--- config.mk ---
export PLATFORM = sky130hd
export DESIGN_NAME = button_press_classifier
export DESIGN_NICKNAME = d
export VERILOG_FILES = /design/src/rtl/button_press_classifier.sv
export SDC_FILE = /design/constraint.sdc
export NUM_CORES = 1
export LEC_CHECK = 0
export BUFFER_PORTS_ARGS = -buffer_cell sky130_fd_sc_hd__buf_2
export CORE_MARGIN = 2
export CORE_UTILIZATION = 43
export CTS_CLUSTER_DIAMETER = 30
export DETAILED_ROUTE_END_ITERATION = 8
export SLEW_MARGIN = 30
export SYNTH_ARGS = -nofsm -noshare
export SYNTH_HDL_FRONTEND = slang
export SYNTH_SLANG_ARGS = --single-unit
--- constraint.sdc ---
create_clock -name clock -period 2.2 [get_ports clock]
set_input_delay 0.55 -clock clock [delete_from_list [all_inputs] [get_ports clock]]
set_output_delay 0.55 -clock clock [all_outputs]
set_load 0.1 [all_outputs]
--- src/rtl/button_press_classifier.sv ---
// Classifies debounced button gestures into press/short/long/double pulses plus a held level.
// Optional auto-repeat while long-held is enabled by defining BTN_AUTOREPEAT_EN.
module button_press_classifier #(
    parameter int CNT_W         = 20,
    parameter int LONG_CYCLES   = 500000,
    parameter int GAP_CYCLES    = 150000,
    parameter int REPEAT_CYCLES = 100000
) (
    input  logic clock,
    input  logic reset,
    input  logic btn_level,
    output logic press_pulse,
    output logic short_press,
    output logic long_press,
    output logic double_press,
    output logic repeat_pulse,
    output logic held
);

    typedef enum logic [2:0] {
        S_IDLE      = 3'd0,
        S_PRESSED   = 3'd1,
        S_LONG_HELD = 3'd2,
        S_WAIT_GAP  = 3'd3,
        S_SECOND    = 3'd4
    } state_t;

    localparam logic [CNT_W-1:0] LONG_LAST = CNT_W'(LONG_CYCLES - 1);
    localparam logic [CNT_W-1:0] GAP_LAST  = CNT_W'(GAP_CYCLES - 1);

    state_t            state_q, state_d;
    logic [CNT_W-1:0]  timer_q, timer_d;
    logic              btn_q;
    logic              press_q, press_d;
    logic              short_q, short_d;
    logic              long_q, long_d;
    logic              double_q, double_d;
    logic              held_q, held_d;
    logic              rise, fall;

    assign rise = btn_level & ~btn_q;
    assign fall = ~btn_level & btn_q;

    // btn_q resets high so a button held through reset cannot produce a rise
    always_ff @(posedge clock or posedge reset) begin
        if (reset) begin
            state_q  <= S_IDLE;
            timer_q  <= '0;
            btn_q    <= 1'b1;
            press_q  <= 1'b0;
            short_q  <= 1'b0;
            long_q   <= 1'b0;
            double_q <= 1'b0;
            held_q   <= 1'b0;
        end else begin
            state_q  <= state_d;
            timer_q  <= timer_d;
            btn_q    <= btn_level;
            press_q  <= press_d;
            short_q  <= short_d;
            long_q   <= long_d;
            double_q <= double_d;
            held_q   <= held_d;
        end
    end

    always_comb begin
        state_d = state_q;
        timer_d = timer_q;
        case (state_q)
            S_IDLE: begin
                if (rise) state_d = S_PRESSED;
            end
            S_PRESSED: begin
                if (fall)                     state_d = S_WAIT_GAP;
                else if (timer_q == LONG_LAST) state_d = S_LONG_HELD;
                else                          timer_d = timer_q + 1'b1;
            end
            S_LONG_HELD: begin
                if (fall) state_d = S_IDLE;
            end
            S_WAIT_GAP: begin
                if (rise)                     state_d = S_SECOND;
                else if (timer_q == GAP_LAST) state_d = S_IDLE;
                else                          timer_d = timer_q + 1'b1;
            end
            S_SECOND: begin
                if (fall)                state_d = S_IDLE;
                else if (timer_q != '1)  timer_d = timer_q + 1'b1;
            end
            default: state_d = S_IDLE;
        endcase
        if (state_d != state_q) timer_d = '0;
    end

    always_comb begin
        press_d  = rise && (state_q == S_IDLE || state_q == S_WAIT_GAP);
        long_d   = (state_q == S_PRESSED) && !fall && (timer_q == LONG_LAST);
        short_d  = (state_q == S_WAIT_GAP) && !rise && (timer_q == GAP_LAST);
        double_d = (state_q == S_SECOND) && fall;
        held_d   = (state_d == S_PRESSED) || (state_d == S_LONG_HELD) || (state_d == S_SECOND);
    end

    assign press_pulse  = press_q;
    assign short_press  = short_q;
    assign long_press   = long_q;
    assign double_press = double_q;
    assign held         = held_q;

`ifdef BTN_AUTOREPEAT_EN
    localparam logic [CNT_W-1:0] REPEAT_LAST = CNT_W'(REPEAT_CYCLES - 1);

    logic [CNT_W-1:0] rep_timer_q, rep_timer_d;
    logic             repeat_q, repeat_d;

    // Repeat timer only runs while the long hold continues; anything else clears it
    always_comb begin
        rep_timer_d = '0;
        repeat_d    = 1'b0;
        if (state_q == S_LONG_HELD && !fall) begin
            if (rep_timer_q == REPEAT_LAST) repeat_d    = 1'b1;
            else                            rep_timer_d = rep_timer_q + 1'b1;
        end
    end

    always_ff @(posedge clock or posedge reset) begin
        if (reset) begin
            rep_timer_q <= '0;
            repeat_q    <= 1'b0;
        end else begin
            rep_timer_q <= rep_timer_d;
            repeat_q    <= repeat_d;
        end
    end

    assign repeat_pulse = repeat_q;
`else
    assign repeat_pulse = 1'b0;
`endif

endmodule

==> flow_summary.json <==
{
  "critPathLaunch": "timer_q[10]",
  "syn2layout_area_growth_pct": 26.5,
  "power.density_nw_per_um2": 897,
  "layout_commonest_cell": "buf_4",
  "io_pins": 9,
  "crit_arrival_ps": 2480,
  "yosysTopAreaCell": "dfrtp_1",
  "p_leak_nw": 0.916,
  "synth_nets": 196,
  "die_h_um": 67.3,
  "max_clock_freq_ghz": 0.431,
  "pwr-share-seq_pct": 31.8,
  "swShare_pct": 41.0,
  "cts-root-buf": "clkbuf_8",
  "routed_wl_um": 4360,
  "p_switching_mw": 0.802,
  "grt_overflow": 0,
  "pwr-share-comb_pct": 46.7,
  "num-nets-final": 241,
  "setup_ws_ps": -119,
  "nFillCells": 366,
  "drc_errors": 0,
  "hold_viol": 0,
  "clockBufferDepth": 2,
  "violations": "setup timing",
  "ant_nets": 0,
  "grt_pass1_vias": 1651,
  "setup_viol": 20,
  "final_cell_mix": "41 x buf_4, 28 x dfrtp_1, 22 x a21oi_1, 14 x nor2_1, 13 x o21ai_0",
  "die_w_um": 67.3,
  "placedCellCount": 279,
  "post_synth_num_cell_types": 38,
  "drv_cap": 0,
  "dieArea_um2": 4530,
  "crit_path_start_kind": "flop",
  "grt_max_degree": 30,
  "io_buffer_count": 7,
  "synth-seq-cells": 29,
  "power_mw": 1.96,
  "initial_core_util_pct": 43.7,
  "hpwl_um": 3260,
  "fp-row-count": 23,
  "antenna_found_initial": 0,
  "skew_ps": 5.84,
  "worst_skew_pair.late_latency_ps": 280,
  "holdWs_ps": 329,
  "final_util_pct": 55.3,
  "grt_pass1_wl_um": 7540,
  "firstDrtPassIters": 4,
  "drive_above_1_share_pct": 29.4,
  "cp_max_fo": 20,
  "drt_iter0_markers": 110,
  "cts_buffers": 5,
  "r2r_slack_ps": -120,
  "track_usage_pct": 22.2,
  "ir_drop_uv": 487,
  "r2r_end": "timer_q[3]",
  "synth_area_leaders": "dfrtp_1 41%, a21oi_1 6.7%, o21ai_0 3.8%",
  "timing.rr.start": "timer_q[10]",
  "synth_top_area_share_pct": 40.6,
  "diodes": 0,
  "drv_slew": 0,
  "netlist_area_um2": 1720,
  "core_area_um2": 3940,
  "cts.sinks": 29,
  "h-tree-depth": 2,
  "rsz0062_at_grt": "yes",
  "avgRoutedWirePerCell_um": 15.1,
  "cts_tree": "yes",
  "gp_congestion": 0.880,
  "status": "finished with violations",
  "cp-end-kind": "flop",
  "p_clk_share_pct": 21.5,
  "syn_avg_cell_area_um2": 8.98,
  "min_period_over_period_pct": 105,
  "worstPathRequired_ps": 2360,
  "routed-via-count": 1643,
  "rr_worst_depth": 8,
  "hold_path_class": "in -> async",
  "yosys_warnings": 0,
  "period_minus_slack_ps": 2320,
  "fin_cells": 288,
  "netlist_instances": 192,
  "vias_per_cell": 5.70,
  "clk_pin_slew_worst_paths_ps": 70,
  "seq_area_frac_synth_pct": 42.2,
  "crit_type": "reg -> reg",
  "p_int_mw": 1.15
}
[worst max-delay path, stage by stage (launching register included)]
cell	delay, ps
dfrtp_1	390
or4b_4	560
nor4b_4	300
a31oi_2	150
buf_4	180
a221oi_2	230
a211o_2	170
buf_12	150
a21oi_1	60
[layout make-up]
| type | count | area (µm²) | share of cell area [%] |
|---|---|---|---|
| Clock buffer | 6 | 72.6 | 3.33 |
| Clock inverter | 2 | 10.0 | 0.459 |
| Inverter | 6 | 22.5 | 1.03 |
| Multi-Input combinational cell | 146 | 923 | 42.3 |
| Sequential cell | 29 | 727 | 33.3 |
| Tap cell | 50 | 62.6 | 2.87 |
| Timing Repair Buffer | 49 | 363 | 16.6 |
[sequential cells by signal, indices dropped and copies added, names as in the netlist]
register and cells:
btn_q 1, held 1, long_press 1, press_pulse 1, short_press 1, double_press 1
timer_q 20, state_q 3
[Yosys cell counts, drive strengths merged]
cell type and n:
nor3 4, o21ai 13, or3 9, conb 1
nand3 12, nor2 14, a221oi 1, or4b 1
nand4b 1, or4 8, and2 2, or3b 2
nand4 9, o31ai 8, inv 6, and4 1
ha 1, nor2b 3, a31oi 2, dfstp 1
nand4bb 2, buf 10, clkbuf 1, nand2b 4
a21oi 23, nor4 3, a211o 1, nor4b 1
xor2 3, mux2i 1, o221ai 2, and3 3
nand2 11, dfrtp 28
[cell families after synthesis]
logic type / count (synthesis) / share of synthesized area [%]
simple gates: 90 / 31.3
xor+xnor: 3 / 1.52
flops: 29 / 42.2
other cells: 1 / 0.217
fa+ha+maj: 1 / 0.726
mux: 1 / 0.581
buf+inv: 17 / 5.95
compound gates: 50 / 17.5
[worst max-delay path by stage]
stage               slack, ps  depth (start not counted)     endpoint
finish                   -120                          8   timer_q[3]
detailed placement       -190                          9   timer_q[3]
global route             -240                          8   timer_q[8]
CTS                      -120                          8   timer_q[3]
global placement         -110                          8  timer_q[17]
floorplan                 120                          7  timer_q[19]
[routing by layer]
metal	track usage (%)	up-vias	part of all wire, %
li1	-	805	-
met1	27.1	793	44
met2	37.7	38	52
met3	5.83	7	3.2
met4	7.91	0	1.1
met5	0	-	0
[repair_timing]
item	4_1_cts	5_1_grt
cloned	0	0
pin swaps	1	1
endpoints found under the hold margin	0	0
buffers inserted	1	0
gates resized for setup	1	4
setup endpoints to repair	20	21
hold buffers	0	0
[through the flow]
step,setup TNS [ps],cell area (µm²),worst slack (ps)
2_1_floorplan,0,1720,123
5_1_grt,-4360,2180,-235
4_1_cts,-2140,2160,-118
3_5_place_dp,-3520,2060,-187
3_3_place_gp,-2040,2060,-112
6_report,-2220,2180,-119
[power by group through the flow]
stage               Clock [mW]  Combinational (mW)  Sequential (mW)
global route             0.457                1.00            0.627
finish                   0.420               0.914            0.622
CTS                      0.424               0.909            0.620
floorplan                    0               0.547            0.721
detailed placement           0               0.908            0.630
global placement             0               0.877            0.628
Note: power is estimated with default switching activity, not from simulation.
